==> config.mk <==
export PLATFORM = sky130hd
export DESIGN_NAME = dp64_seq_ctrl_flat
export DESIGN_NICKNAME = d
export VERILOG_FILES = /design/src/rtl/dp64_seq_ctrl_if.sv /design/src/rtl/dp64_seq_ctrl.sv /design/src/flat_wrapper.sv
export SDC_FILE = /design/constraint.sdc
export NUM_CORES = 2
export LEC_CHECK = 0
export BUFFER_PORTS_ARGS = -buffer_cell sky130_fd_sc_hd__clkbuf_2
export CAP_MARGIN = 0
export CELL_PAD_IN_SITES_DETAIL_PLACEMENT = 1
export CELL_PAD_IN_SITES_GLOBAL_PLACEMENT = 1
export CORE_ASPECT_RATIO = 1.1
export CORE_MARGIN = 2
export CORE_UTILIZATION = 45
export CTS_CLUSTER_DIAMETER = 100
export DETAILED_ROUTE_END_ITERATION = 7
export PLACE_DENSITY = 0.77
export SKIP_CTS_REPAIR_TIMING = 1
export SLEW_MARGIN = 25
export SYNTH_ARGS = -nofsm -noshare
export SYNTH_HDL_FRONTEND = slang
export SYNTH_SLANG_ARGS = --single-unit
==> constraint.sdc <==
create_clock -name i_clk -period 13.7 [get_ports i_clk]
set_clock_uncertainty 0.1 [all_clocks]
set_input_delay 2.055 -clock i_clk [delete_from_list [all_inputs] [get_ports i_clk]]
set_output_delay 2.055 -clock i_clk [all_outputs]
set_load 0.01 [all_outputs]
==> src/rtl/dp64_seq_ctrl_if.sv <==
// Operand-beat and result handshake bundle for dp64_seq_ctrl.
interface dp64_seq_ctrl_if #(
    parameter int ACC_W = 48
);
    logic             in_valid;
    logic             in_ready;
    logic [63:0]      a;
    logic [63:0]      b;
    logic             out_valid;
    logic             out_ready;
    logic [ACC_W-1:0] acc_out;
    logic             overflow;

    modport master (
        output in_valid, a, b, out_ready,
        input  in_ready, out_valid, acc_out, overflow
    );

    modport slave (
        input  in_valid, a, b, out_ready,
        output in_ready, out_valid, acc_out, overflow
    );
endinterface

==> src/rtl/dp64_seq_ctrl.sv <==
// Streaming vector dot-product sequencer around the combinational dp64 lane multiplier.
// Build option DP_SAT_EN: accumulator saturates on overflow instead of wrapping.

// Unsigned lane-wise dot product of one 64-bit word pair at each precision.
module dp64 (
    input  logic [63:0] i_a,
    input  logic [63:0] i_b,
    output logic [34:0] o_sum16,
    output logic [18:0] o_sum8,
    output logic [11:0] o_sum4,
    output logic [10:0] o_sum2
);
    always_comb begin
        o_sum16 = '0;
        o_sum8  = '0;
        o_sum4  = '0;
        o_sum2  = '0;
        for (int i = 0; i < 4; i++)
            o_sum16 = o_sum16 + {19'd0, i_a[16*i +: 16]} * {19'd0, i_b[16*i +: 16]};
        for (int i = 0; i < 8; i++)
            o_sum8 = o_sum8 + {11'd0, i_a[8*i +: 8]} * {11'd0, i_b[8*i +: 8]};
        for (int i = 0; i < 16; i++)
            o_sum4 = o_sum4 + {8'd0, i_a[4*i +: 4]} * {8'd0, i_b[4*i +: 4]};
        for (int i = 0; i < 32; i++)
            o_sum2 = o_sum2 + {9'd0, i_a[2*i +: 2]} * {9'd0, i_b[2*i +: 2]};
    end
endmodule

// state | meaning
// IDLE  | waiting for start; last result held on acc_out
// RUN   | accepting operand beats until len have been taken
// DRAIN | last beat in the pipeline register, accumulator not yet updated
// DONE  | result presented until out_valid & out_ready
module dp64_seq_ctrl #(
    parameter int ACC_W = 48,
    parameter int LEN_W = 16
) (
    input  logic             i_clk,
    input  logic             i_nrst,
    input  logic             i_start,
    input  logic [1:0]       i_mode,
    input  logic [LEN_W-1:0] i_len,
    output logic             o_busy,
    dp64_seq_ctrl_if.slave   bus
);
    typedef enum logic [1:0] {
        S_IDLE  = 2'd0,
        S_RUN   = 2'd1,
        S_DRAIN = 2'd2,
        S_DONE  = 2'd3
    } state_t;

    state_t           r_state;
    state_t           w_state_nxt;
    logic [1:0]       r_mode;
    logic [LEN_W-1:0] r_len;
    logic [LEN_W-1:0] r_cnt;
    logic [63:0]      r_a;
    logic [63:0]      r_b;
    logic             r_stg_vld;
    logic [ACC_W-1:0] r_acc;
    logic             r_ovf;

    logic             w_start_job;
    logic             w_accept;
    logic             w_last;
    logic             w_carry;
    logic [34:0]      w_sum16;
    logic [18:0]      w_sum8;
    logic [11:0]      w_sum4;
    logic [10:0]      w_sum2;
    logic [ACC_W-1:0] w_sel;
    logic [ACC_W:0]   w_add;

    dp64 u_dp64 (
        .i_a     (r_a),
        .i_b     (r_b),
        .o_sum16 (w_sum16),
        .o_sum8  (w_sum8),
        .o_sum4  (w_sum4),
        .o_sum2  (w_sum2)
    );

    assign w_start_job = i_start && (r_state == S_IDLE);
    assign w_accept    = bus.in_valid && bus.in_ready;
    assign w_last      = (r_cnt == r_len - LEN_W'(1));

    always_comb begin
        w_sel = '0;
        case (r_mode)
            2'd0:    w_sel = ACC_W'(w_sum16);
            2'd1:    w_sel = ACC_W'(w_sum8);
            2'd2:    w_sel = ACC_W'(w_sum4);
            default: w_sel = ACC_W'(w_sum2);
        endcase
    end

    // One extra bit so the carry out of the accumulator is visible.
    assign w_add   = {1'b0, r_acc} + {1'b0, w_sel};
    assign w_carry = w_add[ACC_W];

    always_ff @(posedge i_clk or negedge i_nrst) begin
        if (!i_nrst) r_state <= S_IDLE;
        else         r_state <= w_state_nxt;
    end

    always_comb begin
        w_state_nxt   = r_state;
        bus.in_ready  = 1'b0;
        bus.out_valid = 1'b0;
        o_busy        = 1'b1;
        case (r_state)
            S_IDLE: begin
                o_busy = 1'b0;
                if (i_start) w_state_nxt = (i_len != '0) ? S_RUN : S_DONE;
            end
            S_RUN: begin
                bus.in_ready = 1'b1;
                if (bus.in_valid && w_last) w_state_nxt = S_DRAIN;
            end
            S_DRAIN: w_state_nxt = S_DONE;
            S_DONE: begin
                bus.out_valid = 1'b1;
                if (bus.out_ready) w_state_nxt = S_IDLE;
            end
            default: w_state_nxt = S_IDLE;
        endcase
    end

    always_ff @(posedge i_clk or negedge i_nrst) begin
        if (!i_nrst) begin
            r_mode    <= '0;
            r_len     <= '0;
            r_cnt     <= '0;
            r_a       <= '0;
            r_b       <= '0;
            r_stg_vld <= 1'b0;
            r_acc     <= '0;
            r_ovf     <= 1'b0;
        end else begin
            r_stg_vld <= w_accept;
            if (w_accept) begin
                r_a   <= bus.a;
                r_b   <= bus.b;
                r_cnt <= r_cnt + LEN_W'(1);
            end
            if (w_start_job) begin
                r_mode <= i_mode;
                r_len  <= i_len;
                r_cnt  <= '0;
                r_acc  <= '0;
                r_ovf  <= 1'b0;
            end else if (r_stg_vld) begin
                if (w_carry) r_ovf <= 1'b1;
`ifdef DP_SAT_EN
                // Once saturated, the accumulator is pinned for the rest of the job.
                r_acc <= (w_carry || r_ovf) ? '1 : w_add[ACC_W-1:0];
`else
                r_acc <= w_add[ACC_W-1:0];
`endif
            end
        end
    end

    assign bus.acc_out  = r_acc;
    assign bus.overflow = r_ovf;
endmodule

==> src/flat_wrapper.sv <==
// flat-port wrapper written by rule: the top's interface ports become plain ports
module dp64_seq_ctrl_flat 
#(
    parameter int ACC_W = 48,
    parameter int LEN_W = 16
)
  (i_clk, i_nrst, i_start, i_mode, i_len, o_busy, bus_in_valid, bus_a, bus_b, bus_out_ready, bus_in_ready, bus_out_valid, bus_acc_out, bus_overflow);
  dp64_seq_ctrl_if #(.ACC_W(ACC_W)) bus_i ();
  input  logic i_clk;
  input  logic i_nrst;
  input  logic i_start;
  input  logic [1:0] i_mode;
  input  logic [LEN_W-1:0] i_len;
  output logic o_busy;
  input wire logic [$bits(bus_i.in_valid)-1:0] bus_in_valid;
  input wire logic [$bits(bus_i.a)-1:0] bus_a;
  input wire logic [$bits(bus_i.b)-1:0] bus_b;
  input wire logic [$bits(bus_i.out_ready)-1:0] bus_out_ready;
  output wire logic [$bits(bus_i.in_ready)-1:0] bus_in_ready;
  output wire logic [$bits(bus_i.out_valid)-1:0] bus_out_valid;
  output wire logic [$bits(bus_i.acc_out)-1:0] bus_acc_out;
  output wire logic [$bits(bus_i.overflow)-1:0] bus_overflow;
  assign bus_i.in_valid = bus_in_valid;
  assign bus_i.a = bus_a;
  assign bus_i.b = bus_b;
  assign bus_i.out_ready = bus_out_ready;
  assign bus_in_ready = bus_i.in_ready;
  assign bus_out_valid = bus_i.out_valid;
  assign bus_acc_out = bus_i.acc_out;
  assign bus_overflow = bus_i.overflow;
  dp64_seq_ctrl #(.ACC_W(ACC_W), .LEN_W(LEN_W)) u_core (.i_clk(i_clk), .i_nrst(i_nrst), .i_start(i_start), .i_mode(i_mode), .i_len(i_len), .o_busy(o_busy), .bus(bus_i));
endmodule
==> results.json <==
{
  "groute.usage.overall_pct": 39.1,
  "finalSetupViolCount": 0,
  "outcome": "complete, no violations",
  "coreArea_sq_mm": 0.156,
  "start_util_pct": 45.4,
  "post_drt_wl_per_cell_um": 32.0,
  "slowest_stage": "dfrtp_1",
  "cp-end-kind": "flip-flop",
  "netlist_instances": 7444,
  "place_congestion": 1.12,
  "ys_seq_area_share_pct": 7.55,
  "nNetsFinal": 10200,
  "grt_start_max_net_pins": 113,
  "critPathLaunchType": "flip-flop",
  "grt_pass1_wl_um": 433000,
  "drive_above_1_share_pct": 4.14,
  "clk_latency_ps": 690,
  "die_height_um": 420,
  "fin_tns_setup_ps": 0,
  "numCtsBuffers": 29,
  "ant_nets": 0,
  "cts_num_sinks": 214,
  "ys_types": 68,
  "tightest_slew_ps": 1180,
  "cp.arrival_ps": 13000,
  "die_w_um": 383,
  "timing.critical_path.mode_cell": "fa_1",
  "root_buffer": "clkbuf_16",
  "cts_tree": "built",
  "synth_edf_count": 0,
  "fmax_mhz": 80.1,
  "fin_crit_sh_pct": 91.2,
  "syn_nets": 10100,
  "rsz0062_at_grt": "no",
  "drtPass1Iterations": 5,
  "netlist_top_cells_area": "fa_1, ha_1, inv_1",
  "maxCapViolations": 0,
  "min_path_type": "reg -> reg",
  "relSlewSlack_pct": 21.5,
  "drt-initial-drc-count": 4158,
  "setup.worst_path.class": "reg -> reg",
  "avgViaCountPerCell": 5.39,
  "async_flop_share_pct": 100,
  "synth-seq-cells": 214,
  "final-max-slew-violation-count": 0,
  "hold_viol": 0,
  "syn_area_per_cell_sq_um": 9.53,
  "crit_path_max_fanout": 17,
  "synth-warning-count": 0,
  "cts_max_path_buffers": 3,
  "synth_top_area_share_pct": 48.0,
  "area_growth_pct": 5.81,
  "vias": 51800,
  "grt.overflow.total": 0,
  "drt_wl_total_um": 307000,
  "num_rows": 152,
  "ff2ff_path_depth": 34,
  "cpPeakStageDelay_ps": 1020,
  "yosysTopAreaCell": "fa_1",
  "dp_hpwl_um": 278000,
  "netlist_area_sq_mm": 0.0709,
  "io_buffers": 202,
  "synth_flop_cell": "dfrtp_1",
  "die_area_sq_mm": 0.161,
  "min_period_ps": 12490,
  "crit_required_ps": 14210,
  "route.detailed.drc": 0,
  "min_path_cells": 2,
  "grt_pass1_vias": 57800,
  "ios": 203,
  "cts.clk_slew.worst_paths_ps": 60,
  "antenna_found_initial": 13,
  "htree_levels": 1
}
[registers in the layout (all words and copies together), names as in the netlist]
| register | count |
|---|---|
| u_core.bus.acc_out | 48 |
| u_core.r_cnt | 16 |
| u_core.bus.overflow | 1 |
| u_core.r_len | 16 |
| u_core.r_a | 64 |
| u_core.r_stg_vld | 1 |
| u_core.r_b | 64 |
| u_core.r_state | 2 |
| u_core.r_mode | 2 |
[kinds of logic (layout without fill, tap and decap cells)]
logic type | count (synthesis) | in the layout | synth area share, %
buffers and inverters | 2390 | 2478 | 12.7
XOR/XNOR | 133 | 133 | 1.64
AO/OA/AOI/OAI | 324 | 324 | 2.99
flip-flops | 214 | 214 | 7.55
multiplexers | 37 | 37 | 0.681
adder cells (fa/ha/maj) | 2512 | 2512 | 62.3
AND/OR/NAND/NOR | 1834 | 1834 | 12.2
other | 0 | 5 | 0
[worst max-delay path: cells and delay by family (launching register included)]
family | cells | cell delay [ps]
AOI/OAI and AO/OA | 12 | 3400
adders and majority gates | 12 | 5870
buffers and inverters | 4 | 360
DFF | 1 | 1020
muxes | 1 | 200
and+or+nand+nor | 5 | 1430
[layer usage]
layer / vias up / wire length, um / track usage, %
met5: - / 27 / 0
met4: 4 / 25400 / 25.0
met3: 510 / 17700 / 3.80
met1: 27800 / 121000 / 50.3
met2: 1849 / 144000 / 63.6
li1: 21700 / - / -
[path summary, 6_finish.rpt]
kind / slack [ps] / from / endpoint
worst max-delay path: 1210 / u_core.r_b[4] / u_core.bus.acc_out[45]
worst min-delay path: 400 / u_core.r_a[15] / u_core.r_a[15]
worst max register to register: 1210 / u_core.r_b[4] / u_core.bus.acc_out[45]
worst min register to register: 400 / u_core.r_a[15] / u_core.r_a[15]
max in group asynchronous: 11080 / i_nrst / u_core.r_b[55]
min in group asynchronous: 1220 / i_nrst / u_core.r_b[17]
[Yosys cell counts, types with 30 or more instances]
master    instances
fa_1           1699
nand2_1         996
a21oi_1          96
xnor2_1          82
clkbuf_1        182
o21ai_0          55
ha_1            813
nor2_1          127
nand3_1          30
dfrtp_1         214
and2_1          560
a21o_1           52
xor2_1           51
inv_1          2194
[placed cells by master (no fill, tap or decap), drive strengths merged, types with 52 or more instances in the layout]
master / instances
inv: 2196
fa: 1699
nand2: 996
ha: 813
and2: 560
clkbuf: 239
dfrtp: 214
nor2: 127
a21oi: 96
xnor2: 82
o21ai: 55
a21o: 52
[stage by stage]
step	cells	hold WS (ps)	setup WS, ps	instance area, sq um	utilization (%)
6_report	9616	404	1210	75000	48.0
5_1_grt	9614	429	721	75000	48.0
2_1_floorplan	7444	367	3620	70900	-
3_3_place_gp	9557	363	1480	74000	47.4
3_5_place_dp	9557	373	1370	74000	47.4
4_1_cts	9611	413	1340	75000	48.0
[final cells by class]
| type | count | area (sq um) |
|---|---|---|
| Timing Repair Buffer | 229 | 1240 |
| Inverter | 2195 | 8240 |
| Multi-Input combinational cell | 4840 | 56600 |
| Sequential cell | 214 | 5360 |
| Antenna cell | 5 | 12.5 |
| Fill cell | 17900 | 81300 |
| Clock buffer | 38 | 830 |
| Tap cell | 2079 | 2600 |
| Clock inverter | 16 | 161 |
Power is not shown: default switching activity piles up to over one toggle a cycle in this logic, so the estimate is an artifact.
